## src/rtl/mio_bus_arbiter.sv

```systemverilog
// Two-master arbiter for the MIO bus master port: round-robin grant, one
// transaction at a time, fixed read-return latency of RD_LAT cycles.
module mio_bus_arbiter #(
    parameter int unsigned RD_LAT = 1,
    parameter int unsigned AW     = 32
) (
    input  logic          clk,
    input  logic          rst,
    input  logic          m0_req,
    input  logic          m0_we,
    input  logic [AW-1:0] m0_addr,
    input  logic [31:0]   m0_wdata,
    output logic          m0_ack,
    output logic [31:0]   m0_rdata,
    input  logic          m1_req,
    input  logic          m1_we,
    input  logic [AW-1:0] m1_addr,
    input  logic [31:0]   m1_wdata,
    output logic          m1_ack,
    output logic [31:0]   m1_rdata,
    output logic          mem_w,
    output logic [AW-1:0] addr_bus,
    output logic [31:0]   Cpu_data2bus,
    input  logic [31:0]   Cpu_data4bus,
    output logic          busy,
    output logic          owner
);
    localparam int unsigned DW = 32;
    localparam int unsigned CW = 3;

    typedef enum logic [1:0] {IDLE, ISSUE, WAIT, RESP} state_t;

    state_t        state, state_d;
    logic          rr_ptr, rr_ptr_d;
    logic          owner_d;
    logic          lat_we, lat_we_d;
    logic [CW-1:0] cnt, cnt_d;
    logic          mem_w_d;
    logic [AW-1:0] addr_bus_d;
    logic [DW-1:0] data2bus_d;
    logic          m0_ack_d, m1_ack_d;
    logic [DW-1:0] m0_rdata_d, m1_rdata_d;
    logic          busy_d;
    logic          grant;
    logic          fin;
    logic [DW-1:0] fin_data;

    // Next-state and next-output logic
    always_comb begin
        state_d    = state;
        rr_ptr_d   = rr_ptr;
        owner_d    = owner;
        lat_we_d   = lat_we;
        cnt_d      = cnt;
        mem_w_d    = 1'b0;
        addr_bus_d = addr_bus;
        data2bus_d = Cpu_data2bus;
        m0_ack_d   = 1'b0;
        m1_ack_d   = 1'b0;
        m0_rdata_d = m0_rdata;
        m1_rdata_d = m1_rdata;
        grant      = 1'b0;
        fin        = 1'b0;
        fin_data   = '0;

        case (state)
            IDLE: begin
                if (m0_req || m1_req) begin
                    grant      = (m0_req && m1_req) ? rr_ptr : m1_req;
                    owner_d    = grant;
                    lat_we_d   = grant ? m1_we : m0_we;
                    addr_bus_d = grant ? m1_addr : m0_addr;
                    data2bus_d = grant ? m1_wdata : m0_wdata;
                    mem_w_d    = grant ? m1_we : m0_we;
                    state_d    = ISSUE;
                end
            end
            ISSUE: begin
                if (lat_we) begin
                    fin = 1'b1;
                end else if (RD_LAT == 0) begin
                    fin      = 1'b1;
                    fin_data = Cpu_data4bus;
                end else begin
                    cnt_d   = CW'(RD_LAT - 1);
                    state_d = WAIT;
                end
            end
            WAIT: begin
                if (cnt == '0) begin
                    fin      = 1'b1;
                    fin_data = Cpu_data4bus;
                end else begin
                    cnt_d = cnt - CW'(1);
                end
            end
            RESP: begin
                rr_ptr_d = ~owner;
                state_d  = IDLE;
            end
            default: state_d = IDLE;
        endcase

        // Completion: registered ack/rdata appear during the RESP cycle
        if (fin) begin
            state_d    = RESP;
            addr_bus_d = '0;
            data2bus_d = '0;
            if (owner) begin
                m1_ack_d   = 1'b1;
                m1_rdata_d = fin_data;
            end else begin
                m0_ack_d   = 1'b1;
                m0_rdata_d = fin_data;
            end
        end

        busy_d = (state_d != IDLE);
    end

    always_ff @(posedge clk or posedge rst) begin
        if (rst) begin
            state        <= IDLE;
            rr_ptr       <= 1'b0;
            owner        <= 1'b0;
            lat_we       <= 1'b0;
            cnt          <= '0;
            mem_w        <= 1'b0;
            addr_bus     <= '0;
            Cpu_data2bus <= '0;
            m0_ack       <= 1'b0;
            m1_ack       <= 1'b0;
            m0_rdata     <= '0;
            m1_rdata     <= '0;
            busy         <= 1'b0;
        end else begin
            state        <= state_d;
            rr_ptr       <= rr_ptr_d;
            owner        <= owner_d;
            lat_we       <= lat_we_d;
            cnt          <= cnt_d;
            mem_w        <= mem_w_d;
            addr_bus     <= addr_bus_d;
            Cpu_data2bus <= data2bus_d;
            m0_ack       <= m0_ack_d;
            m1_ack       <= m1_ack_d;
            m0_rdata     <= m0_rdata_d;
            m1_rdata     <= m1_rdata_d;
            busy         <= busy_d;
        end
    end
endmodule

```

## config.mk

```make
export PLATFORM = sky130hd
export DESIGN_NAME = mio_bus_arbiter
export DESIGN_NICKNAME = d
export VERILOG_FILES = /design/src/rtl/mio_bus_arbiter.sv
export SDC_FILE = /design/constraint.sdc
export NUM_CORES = 1
export LEC_CHECK = 0
export ABC_CLOCK_PERIOD_IN_PS = 6100
export CAP_MARGIN = 25
export CORE_ASPECT_RATIO = 2
export CORE_MARGIN = 2
export CORE_UTILIZATION = 43
export DETAILED_ROUTE_END_ITERATION = 10
export PLACE_DENSITY_LB_ADDON = 0.3
export SLEW_MARGIN = 20
export SYNTH_ARGS = -nofsm -noshare
export SYNTH_HDL_FRONTEND = slang
export SYNTH_SLANG_ARGS = --single-unit
```

## constraint.sdc

```tcl
create_clock -name clk -period 6.1 [get_ports clk]
set_input_delay 1.22 -clock clk [delete_from_list [all_inputs] [get_ports clk]]
set_output_delay 1.22 -clock clk [all_outputs]
set_load 0.02 [all_outputs]
```

-- After elaboration in Yosys (flattened, before gate mapping)
Cells that the tools add are included.
- add/subtract/negate cells: 1
- multipliers: 0
- div/mod/pow operators: 0
- order comparisons: 0
- equality and inequality tests: 5
- shift-type cells: 0
- mux-type cells: 28
- bitwise logic cells: 1
- reductions and logical operators: 13
- operator list (cell ; count):
    $mux W32 ; 10
    $mux W1 ; 10
    $reduce_and A2 Y1 ; 4
    $reduce_bool A2 Y1 ; 4
    $mux W2 ; 3
    $mux W3 ; 2
    $pmux W2 S3 ; 1
    $pmux W3 S2 ; 1
    $eq A2 B2 Y1 const B ; 2
    $ne A2 B2 Y1 const B ; 2
    $logic_not A3 Y1 ; 1
    $reduce_and A3 Y1 ; 1
    $sub A3 B1 Y3 const B ; 1
    $eq A2 B1 Y1 const B ; 1
    $logic_not A2 Y1 ; 1
    $pmux W1 S2 ; 1
    $logic_and A1 B1 Y1 ; 1
    $logic_or A1 B1 Y1 ; 1
    $not A1 Y1 ; 1
- bits in registers: 140
- latch bits: 0
- RAM bits: 0
- memory bits (read-only): 0
- input port bits: 166
- word-level logic and storage cells: 61
- memories kept: 0

-- Longest topological paths before layout
- word-level depth: 6
- mapped depth: 8
- mapped depth without buffers: 6

-- Worst setup path before layout
Ideal clock, no wire load.
- kind: input port to flip-flop
- start point: in m1_req
- end point: reg Cpu_data2bus[10]
- setup time: 0.099 ns
- arrival: 2.133 ns
- data required time: 6.001 ns
- path slack: 3.867 ns
- cell stages on the path: 6
- path buffers: 3
- cells stage by stage: buf_2 > inv_1 > buf_2 > clkbuf_1 > o21ai_0 > a311oi_1
- word-level cells in the longest chain between the ends: 6
- elaborated cells on any way between the ends: 9
- RTL lines (item ; line ; RTL):
    start: declaration ; 15 ; input logic m1_req,
    $logic_and A1 B1 Y1 ; 69 ; grant = (m0_req && m1_req) ? rr_ptr : m1_req;
    $mux W1 ; 69 ;
    $mux W32 ; 73 ; data2bus_d = grant ? m1_wdata : m0_wdata;
    $mux W32 ; 68 ; if (m0_req || m1_req) begin
    $mux W32 ; 66 ; case (state)
    $mux W32 ; 105 ; if (fin) begin
    end signal: assignment ; 144 ; Cpu_data2bus <= data2bus_d;
    end: declaration ; 23 ; output logic [31:0] Cpu_data2bus,
Parallel ways exist; a longest one is shown, timed or not. The select of a mux whose other input is x is not followed.
A chain may end at the register's enable or synchronous reset.

-- Worst setup path in the final report
- start point: in m1_req
- end point: reg addr_bus[13]
- word-level cells in the longest chain between the ends: 6
- elaborated cells on any way between the ends: 9
- RTL lines (item ; line ; RTL):
    $logic_and A1 B1 Y1 ; 69 ;
    $mux W1 ; 69 ;
    $mux W32 ; 72 ; addr_bus_d = grant ? m1_addr : m0_addr;
    $mux W32 ; 68 ;
    $mux W32 ; 66 ;
    $mux W32 ; 105 ;
    end signal: assignment ; 143 ; addr_bus <= addr_bus_d;
    end: declaration ; 22 ; output logic [AW-1:0] addr_bus,
Parallel ways exist; a longest one is shown, timed or not. The select of a mux whose other input is x is not followed.

==> out/results.ini <==
[clock_tree]
cts_resized=0
cts_buffer_depth=2
postCtsHoldBufs=0
cts_tree=done
cts_sinks=140
htree_levels=4
post_cts_buffers=0
cts_made_buffers=17
clk_pin_slew_ns=0.06
clockRootBuffer=clkbuf_16
clock_latency_ns=0.42

[status]
status=complete, no violations

[timing]
fin_hold_ws_ns=0.5077
layout_setup_ws_ns=2.886
setup_tns_ns=0
fin_crit_sh=0.5269
timing.final.crit_period_ns=3.214
maxSlewViolCount=0
finalHoldViolCount=0
slew_headroom=0.3949
setup_viol=0
rsz0062_at_grt=no
fmax_ghz=0.3111
worst_pin_slew_ns=0.9066
finClkSkew_ns=0.01089

[pwr]
ir_drop_v=0.0003181
leakage_nw=4.369
p_sw_mw=1.937
power.density_mw_per_mm2=489.1
clockPowerShare=0.204
pwr-share-comb=0.502
p_int_mw=3.212
switching_share=0.3762
p_seq_frac=0.293

[placement]
dp_hpwl_mm=13.10
port_buffers=298
place_congestion=0.7888
dp_slack_ns=2.498
dpl-instance-area_mm2=0.009935

[critical_path]
crit_path_end_kind=flop
worst-path-stages=5
crit_required_ns=6.41
crit_type=input pin to flop
critPathLaunchType=input pin
critical_path_buf_inv_count=2
cp_slowest_cell=o21a_4
crit_path_start=m1_req
crit_arrival_ns=3.52
slowest_delay_ns=0.76
reg2reg_depth=7
cp_top_family=buffers and inverters
r2r-start=state[0]
cp_cell_sequence=buf_2, o21a_4, buf_4, nor2_1, a311oi_1
crit_fanout=77

[global_routing]
grt_max_degree=96
gr-total-overflow=0
grt_util_met1=0.2853
use_met3=0.07114
grtUsageTotal=0.2244
grt_pass1_vias=6035
busiest_layer=met2
grt_pass1_wl_mm=30.79
met2_usage=0.3569
antenna_found_initial=0

[synthesis]
syn-cell-area_mm2=0.006988
seq_area_frac_synth=0.5013
ys.flop_type=dfrtp_1
ys_ff_latch=140
synthDistinctLibCells=32
synthCells=611
yosysTopAreaCell=dfrtp_1
synth_top_cell_area_share=0.5013
async_flop_share=1.000
postSynthAreaPerCell_um2=11.44
synth_edf_count=0
synth.area.top_cells=dfrtp_1 50%, mux2_4 12%, a311oi_1 8.0%
syn_nets=784
yosysWarnings=0

[floorplanning]
die_y_um=184.3
num_rows=66
pin_count=299
core_mm2=0.01610
die_w_um=94.14
start_util=0.4340
die-area_mm2=0.01735

[layout]
fin_area_mm2=0.01053
multi_input_area_mm2=0.003079
diodes=0
drive_gt1_frac=0.1257
seqCellArea_mm2=0.003503
syn2layout_area_growth_pct=50.69
fill_cells=1280
nets=1044

[route]
viasPerCell=5.399
drcViolationCount=0
drt-total-wl_mm=19.61
ant_nets=0
via_count=5869
firstDrtPassIters=5
drt_iter0_markers=324
post_drt_wl_per_cell_um=18.04

[run]
maxCapViolations=0

[worst_hold_path]
hold_depth=1
min_path_type=flop to flop
min_from=m0_rdata[5]

worst paths after layout:
path | end | slack (ns)
max | addr_bus[13] | 2.89
min | m0_rdata[5] | 0.51
max reg2reg | m0_rdata[28] | 3.44
min reg2reg | m0_rdata[5] | 0.51
max in group asynchronous | m1_rdata[19] | 3.58
min in group asynchronous | addr_bus[29] | 1.38
flip-flops by register name (all words and copies together), names as in the netlist:
name and cells:
m0_rdata 32, lat_we 1, state 2, mem_w 1, m1_rdata 32, m1_ack 1
rr_ptr 1, Cpu_data2bus 32, m0_ack 1, addr_bus 32, owner 1, busy 1
cnt 3
metal layers:
metal / wire, µm / vias up
li1: - / 2764
met1: 8208 / 2815
met2: 9262 / 262
met3: 1709 / 28
met4: 430 / 0
met5: 0 / -
area by class of cell:
class	count	share of cell area
sequential	140	0.3327
multi-input combinational	398	0.2924
timing repair buffer	307	0.2911
clock buffer	18	0.04076
tap	204	0.02424
clock inverter	13	0.01580
inverter	7	0.002971
power groups by stage:
stage          Sequential [mW]  Combinational, mW  Clock [mW]
2_1_floorplan             1.91               1.23           0
3_3_place_gp              1.51               2.54           0
3_5_place_dp              1.52               2.61           0
4_1_cts                   1.51               2.61        1.07
5_1_grt                   1.55               2.79        1.11
6_report                  1.51               2.59        1.05
cell usage in the layout, fill, tap and decap left out, types with 2 or more instances in the layout:
cell and n:
a21oi_1 2, a22o_1 4, a311oi_1 64, and3_1 32, buf_4 8, bufinv_16 3
clkbuf_16 17, clkdlybuf4s50_1 297, clkinv_2 2, clkinv_4 3, clkinvlp_4 3, dfrtp_1 140
ha_1 7, inv_1 6, inv_6 3, mux2_2 6, mux2_4 58, nand2_1 6
nand3b_1 66, nor2_1 67, o21ai_0 70, o31ai_1 2
synthesized netlist by cell type, drive strengths merged (2+ instances only):
master	number
nand2	6
nand3b	66
a22o	4
and3	33
a311oi	64
o21a	2
buf	26
clkbuf	40
nor2	67
dfrtp	140
o21ai	70
o31ai	2
and2	2
mux2	64
inv	7
ha	7
a21oi	2
worst register-to-register path, cell delays in order (launching register included):
cell and delay [ns]:
dfrtp_1 0.40, inv_1 0.13, ha_1 0.16, buf_4 0.32
a22o_1 0.27, and3b_2 0.67, buf_16 0.25, mux2_2 0.35
through the flow:
step / utilization / std cells / total power [mW]
2_1_floorplan: - / 611 / 3.141
3_3_place_gp: 0.6152 / 1055 / 4.056
3_5_place_dp: 0.6169 / 1056 / 4.127
4_1_cts: 0.6539 / 1087 / 5.197
5_1_grt: 0.6539 / 1087 / 5.451
6_report: 0.6539 / 1087 / 5.150
cells by family (layout without fill, tap and decap cells):
logic type      Yosys count  in the layout  synth area share
simple gates            180            180            0.1479
compound gates          147            147            0.1443
flops                   140            140            0.5013
buf+inv                  73            345           0.05962
mux                      64             64            0.1343
fa+ha+maj                 7              7           0.01253
Note: power is estimated with default switching activity, not from simulation.
